File: src/rtl/demux_pkg.sv
// Shared types and constants for the 8-bit 1-to-2 demultiplexer.
// Optional feature macro: DEMUX_CNT_EN (per-channel delivered-word counters).
package demux_pkg;

    localparam int DEMUX_WIDTH_DEF = 8;
    localparam int DEMUX_CNT_WIDTH = 8;

    // One-entry slot occupancy.
    typedef enum logic {
        SLOT_EMPTY = 1'b0,
        SLOT_FULL  = 1'b1
    } slot_state_e;

    // Channel select encoding for S.
    localparam logic CH0 = 1'b0;
    localparam logic CH1 = 1'b1;

endpackage

File: src/rtl/demux_slot.sv
// One-entry valid/ready output register for a single demux channel.
// Handshake: a word moves out when valid & ready are both 1 at a rising
// edge; a load in the same cycle replaces the word without a bubble.
// Optional feature macro: DEMUX_CNT_EN adds a wrapping drain counter.
module demux_slot
    import demux_pkg::*;
#(
    parameter int WIDTH = DEMUX_WIDTH_DEF
)
(
    input  logic              clk,
    input  logic              rst_n,
    input  logic              load,
    input  logic [WIDTH-1:0]  load_data,
    input  logic              ready,
    output logic [WIDTH-1:0]  data,
    output slot_state_e       state
`ifdef DEMUX_CNT_EN
    ,
    output logic [DEMUX_CNT_WIDTH-1:0] cnt
`endif
);

    slot_state_e         state_q, state_d;
    logic [WIDTH-1:0]    data_q, data_d;
    logic                drain;

`ifdef DEMUX_CNT_EN
    logic [DEMUX_CNT_WIDTH-1:0] cnt_q, cnt_d;
`endif

    // State register: slot occupancy, held word and optional counter.
    always_ff @(posedge clk or negedge rst_n) begin
        if (!rst_n) begin
            state_q <= SLOT_EMPTY;
            data_q  <= '0;
`ifdef DEMUX_CNT_EN
            cnt_q   <= '0;
`endif
        end else begin
            state_q <= state_d;
            data_q  <= data_d;
`ifdef DEMUX_CNT_EN
            cnt_q   <= cnt_d;
`endif
        end
    end

    // Next state: load wins over drain, so drain+load keeps the slot full.
    always_comb begin
        drain   = (state_q == SLOT_FULL) && ready;
        state_d = state_q;
        data_d  = data_q;
        if (load) begin
            state_d = SLOT_FULL;
            data_d  = load_data;
        end else if (drain) begin
            state_d = SLOT_EMPTY;
        end
`ifdef DEMUX_CNT_EN
        cnt_d = drain ? cnt_q + 1'b1 : cnt_q;
`endif
    end

    // Outputs come straight from registers; the last word stays after a drain.
    always_comb begin
        state = state_q;
        data  = data_q;
`ifdef DEMUX_CNT_EN
        cnt   = cnt_q;
`endif
    end

endmodule

File: src/rtl/demux_8bit_1para2.sv
// Registered 1-to-2 demultiplexer with valid/ready handshaking.
// Handshake: a transfer happens on any rising edge where valid & ready are
// both 1; in_ready depends combinationally on S and the selected channel's
// ready, never on in_valid.
// Optional feature macro: DEMUX_CNT_EN exposes cnt0/cnt1 drain counters.
module demux_8bit_1para2
    import demux_pkg::*;
#(
    parameter int WIDTH = DEMUX_WIDTH_DEF
)
(
    input  logic             clk,
    input  logic             rst_n,
    input  logic [WIDTH-1:0] D,
    input  logic             S,
    input  logic             in_valid,
    output logic             in_ready,
    output logic [WIDTH-1:0] Y0,
    output logic             y0_valid,
    input  logic             y0_ready,
    output logic [WIDTH-1:0] Y1,
    output logic             y1_valid,
    input  logic             y1_ready
`ifdef DEMUX_CNT_EN
    ,
    output logic [DEMUX_CNT_WIDTH-1:0] cnt0,
    output logic [DEMUX_CNT_WIDTH-1:0] cnt1
`endif
);

    slot_state_e s0_state, s1_state;
    logic        accept;
    logic        load0, load1;

    // Select decode: the selected slot must be empty or draining this cycle.
    always_comb begin
        y0_valid = (s0_state == SLOT_FULL);
        y1_valid = (s1_state == SLOT_FULL);
        in_ready = (S == CH1) ? (!y1_valid || y1_ready) : (!y0_valid || y0_ready);
        accept   = in_valid && in_ready;
        load0    = accept && (S == CH0);
        load1    = accept && (S == CH1);
    end

    demux_slot #(.WIDTH(WIDTH)) s0 (
        .clk       (clk),
        .rst_n     (rst_n),
        .load      (load0),
        .load_data (D),
        .ready     (y0_ready),
        .data      (Y0),
        .state     (s0_state)
`ifdef DEMUX_CNT_EN
        ,
        .cnt       (cnt0)
`endif
    );

    demux_slot #(.WIDTH(WIDTH)) s1 (
        .clk       (clk),
        .rst_n     (rst_n),
        .load      (load1),
        .load_data (D),
        .ready     (y1_ready),
        .data      (Y1),
        .state     (s1_state)
`ifdef DEMUX_CNT_EN
        ,
        .cnt       (cnt1)
`endif
    );

endmodule
File: config.mk
export PLATFORM = sky130hd
export DESIGN_NAME = demux_8bit_1para2
export DESIGN_NICKNAME = d
export VERILOG_FILES = /design/src/rtl/demux_pkg.sv /design/src/rtl/demux_slot.sv /design/src/rtl/demux_8bit_1para2.sv
export SDC_FILE = /design/constraint.sdc
export NUM_CORES = 1
export LEC_CHECK = 0
export BUFFER_PORTS_ARGS = -buffer_cell sky130_fd_sc_hd__buf_2
export CORE_AREA = 2 2 47 49
export CTS_CLUSTER_SIZE = 14
export DETAILED_ROUTE_END_ITERATION = 8
export DIE_AREA = 0 0 49 51
export HOLD_SLACK_MARGIN = 0.03
export PLACE_DENSITY = 0.7
export SLEW_MARGIN = 10
export SYNTH_ARGS = -nofsm -noshare
export SYNTH_HDL_FRONTEND = slang
export SYNTH_HIERARCHICAL = 1
export SYNTH_SLANG_ARGS = --single-unit
File: constraint.sdc
create_clock -name clk -period 1.47 [get_ports clk]
set_input_delay 0.441 -clock clk [delete_from_list [all_inputs] [get_ports clk]]
set_output_delay 0.441 -clock clk [all_outputs]
set_load 0.01 [all_outputs]
==> results.toml <==
[finish]
final_cell_area_um2 = 1030
final_cells = 113
layout-drive-gt1-share_pct = 69.4
synthToLayoutAreaGrowth_pct = 32.1
antenna_cells = 0
finalNetCount = 100
utilization_pct = 50.2

[synthesis]
syn_area_per_cell_um2 = 16.7
ys_ff_latch = 18
yosysSeqAreaShare_pct = 57.5
syn-num-nets = 61
yosys_warnings = 6
synthCells = 47
synth_cell_type_count = 11
synth_area_um2 = 783

[sta]
finalMaxSlewViolations = 0
final_hold_viol_count = 0
setup_viol = 9
finalClockSkew_ns = 0.00141
finalCritPeriodShare_pct = 106
worst_slew_pin_slew_ns = 0.387
max_freq_mhz = 643
min_period_ns = 1.56
rsz0062_at_grt = "true"
fin_ws_ns = -0.0850
maxSlewHeadroom_pct = 74.2

[critical_path]
slowest_delay_ns = 0.40
worstSetupStartpointType = "flip-flop"
worstSetupEndpointType = "primary output"
path_class = "flip-flop to primary output"
cp_cell_sequence = "nor3b_1, a31oi_1, buf_2"
cp_data_required_time_ns = 1.03
cp_data_arrival_time_ns = 1.11
crit_path_start = "s0/state$_DFFE_PN0P_"
r2r_start = "s0/state$_DFFE_PN0P_"
critPathSlowestCell = "dfrtp_1"
cp_max_fo = 2

[job]
drv_cap = 0

[power]
p_seq_share_pct = 49.0
ir_drop_mv = 0.587
power.total_mw = 1.28
internal-power_mw = 0.940
combPwrFrac_pct = 27.2
p_sw_mw = 0.343
p_leak_nw = 0.544
swShare_pct = 26.7
power_density_nw_per_um2 = 1240
clockPowerShare_pct = 23.8

[floorplanning]
core_area_um2 = 2060
rows = 17
die_h_um = 51
start_util_pct = 38.0
die-width_um = 49
dieArea_um2 = 2500
io_pins = 33

[placement]
dp_cells = 108
post-dp-hpwl_mm = 1.07
io_buffers = 32
postPlaceCellArea_um2 = 991
routabilityCongestion = 0.554

[cts]
cts-root-buf = "clkbuf_4"
cts-htree-levels = 1
numCtsBuffers = 3
cts_sinks = 18
cts_tree = "done"
path_clk_slew_ns = 0.10
cts_buffer_depth = 2
clk-insertion-delay-late_ns = 0.29

[grt]
globalRouteTotalUtil_pct = 13.5
grt_max_degree = 19
grt_pass1_vias = 538
grt_pass1_wl_mm = 2.44
gr-total-overflow = 0
antenna_found_initial = 0

[outcome]
status = "finished, violations left"
violations = "negative setup slack"

[routing]
via_per_inst = 4.56
wl_per_cell_um = 12.8
dr.pass1.iters = 4
drt_iter0_markers = 12
drt-total-wl_mm = 1.44
route.met2.wl_um = 674
drc = 0
num_vias = 515
ant_nets = 0
wl_met1_um = 646
top_layer_used = "met4"
wl_met3_um = 90

[worst_hold_path]
hp-class = "input port to asynchronous set/reset pin"
-- worst paths after layout --
| check | end | slack (ns) | cells after the start |
|---|---|---|---|
| max | in_ready | -0.09 | 3 |
| min | s1/data[7]$_DFFE_PN0P_ | 0.05 | 1 |
| max reg2reg | s0/data[3]$_DFFE_PN0P_ | -0.01 | 5 |
| min reg2reg | s1/data[5]$_DFFE_PN0P_ | 0.51 | 1 |
| max in group asynchronous | s1/data[3]$_DFFE_PN0P_ | 1.15 | 1 |
| min in group clk | s1/data[1]$_DFFE_PN0P_ | 0.39 | 2 |
-- routing by layer --
| metal | vias to the layer above | track usage [%] |
|---|---|---|
| li1 | 237 | - |
| met1 | 251 | 17.6 |
| met2 | 22 | 20.1 |
| met3 | 5 | 3.22 |
| met4 | 0 | 8.57 |
| met5 | - | 0 |
-- power groups by stage --
| stage | Clock (mW) | Sequential (mW) | Combinational [mW] |
|---|---|---|---|
| 3_3_place_gp | 0 | 0.638 | 0.340 |
| 5_1_grt | 0.348 | 0.641 | 0.374 |
| 2_1_floorplan | 0 | 0.680 | 0.159 |
| 6_report | 0.306 | 0.628 | 0.348 |
| 4_1_cts | 0.315 | 0.630 | 0.353 |
| 3_5_place_dp | 0 | 0.639 | 0.346 |
-- cells in the mapped netlist --
cell / number / area (µm²)
dfrtp_1: 18 / 450
mux2_4: 16 / 240
inv_1: 3 / 11.3
a21o_2: 2 / 17.5
buf_6: 2 / 22.5
a21oi_1: 1 / 5.00
a31oi_1: 1 / 6.26
nand2_1: 1 / 3.75
nor2b_1: 1 / 6.26
nor3b_1: 1 / 7.51
nor3b_2: 1 / 12.5
-- cell families (layout without fill, tap and decap cells) --
logic type      Yosys count  count (layout)  synth area share, %
simple gates              4               4                 3.83
buf+inv                   5              43                 4.31
compound gates            4               4                 3.67
mux                      16              16                 30.7
flops                    18              18                 57.5
-- flip-flops by register name (all words and copies together) (netlist names) --
| register | count |
|---|---|
| s0/data | 8 |
| s1/data | 8 |
| s0/state | 1 |
| s1/state | 1 |
-- stage by stage --
step | worst slack [ns] | setup TNS (ns) | hold slack (ns)
3_5_place_dp | 0.0343 | 0 | 0.391
6_report | -0.0850 | -0.128 | 0.0513
5_1_grt | -0.188 | -0.669 | 0.0666
3_3_place_gp | 0.0412 | 0 | 0.384
4_1_cts | -0.0988 | -0.161 | 0.0605
2_1_floorplan | 0.163 | 0 | 0.145
-- critical path, delay by kind of cell (launching register included) --
| family | cells | cell delay [ns] |
|---|---|---|
| flip-flops | 1 | 0.40 |
| buffers and inverters | 1 | 0.15 |
| AND/OR/NAND/NOR | 1 | 0.14 |
| AO/OA/AOI/OAI | 1 | 0.13 |
-- cells in the final DEF, fill, tap and decap left out --
| cell | Yosys | layout |
|---|---|---|
| a21o_2 | 2 | 2 |
| a21oi_1 | 1 | 1 |
| a31oi_1 | 1 | 1 |
| buf_12 | 0 | 1 |
| buf_2 | 0 | 32 |
| buf_4 | 0 | 3 |
| clkbuf_4 | 0 | 3 |
| clkbuf_8 | 0 | 1 |
| dfrtp_1 | 18 | 18 |
| inv_1 | 3 | 3 |
| mux2_4 | 16 | 16 |
| nand2_1 | 1 | 1 |
| nor2b_1 | 1 | 1 |
| nor3b_1 | 1 | 1 |
| nor3b_2 | 1 | 1 |
-- layout make-up --
class,count,area [µm²]
sequential,18,450
fill,191,1030
timing repair buffer,36,203
clock buffer,4,36.3
inverter,3,11.3
multi-input combinational,24,299
tap,28,35.0
-- timing repair --
item | CTS | global route
pin swaps | 0 | 0
cloned | 0 | 0
buffers inserted | 1 | 0
hold buffers | 0 | 0
setup endpoints to repair | 1 | 9
gates resized for setup | 0 | 0
No activity file was read; power rests on OpenSTA's default activity.
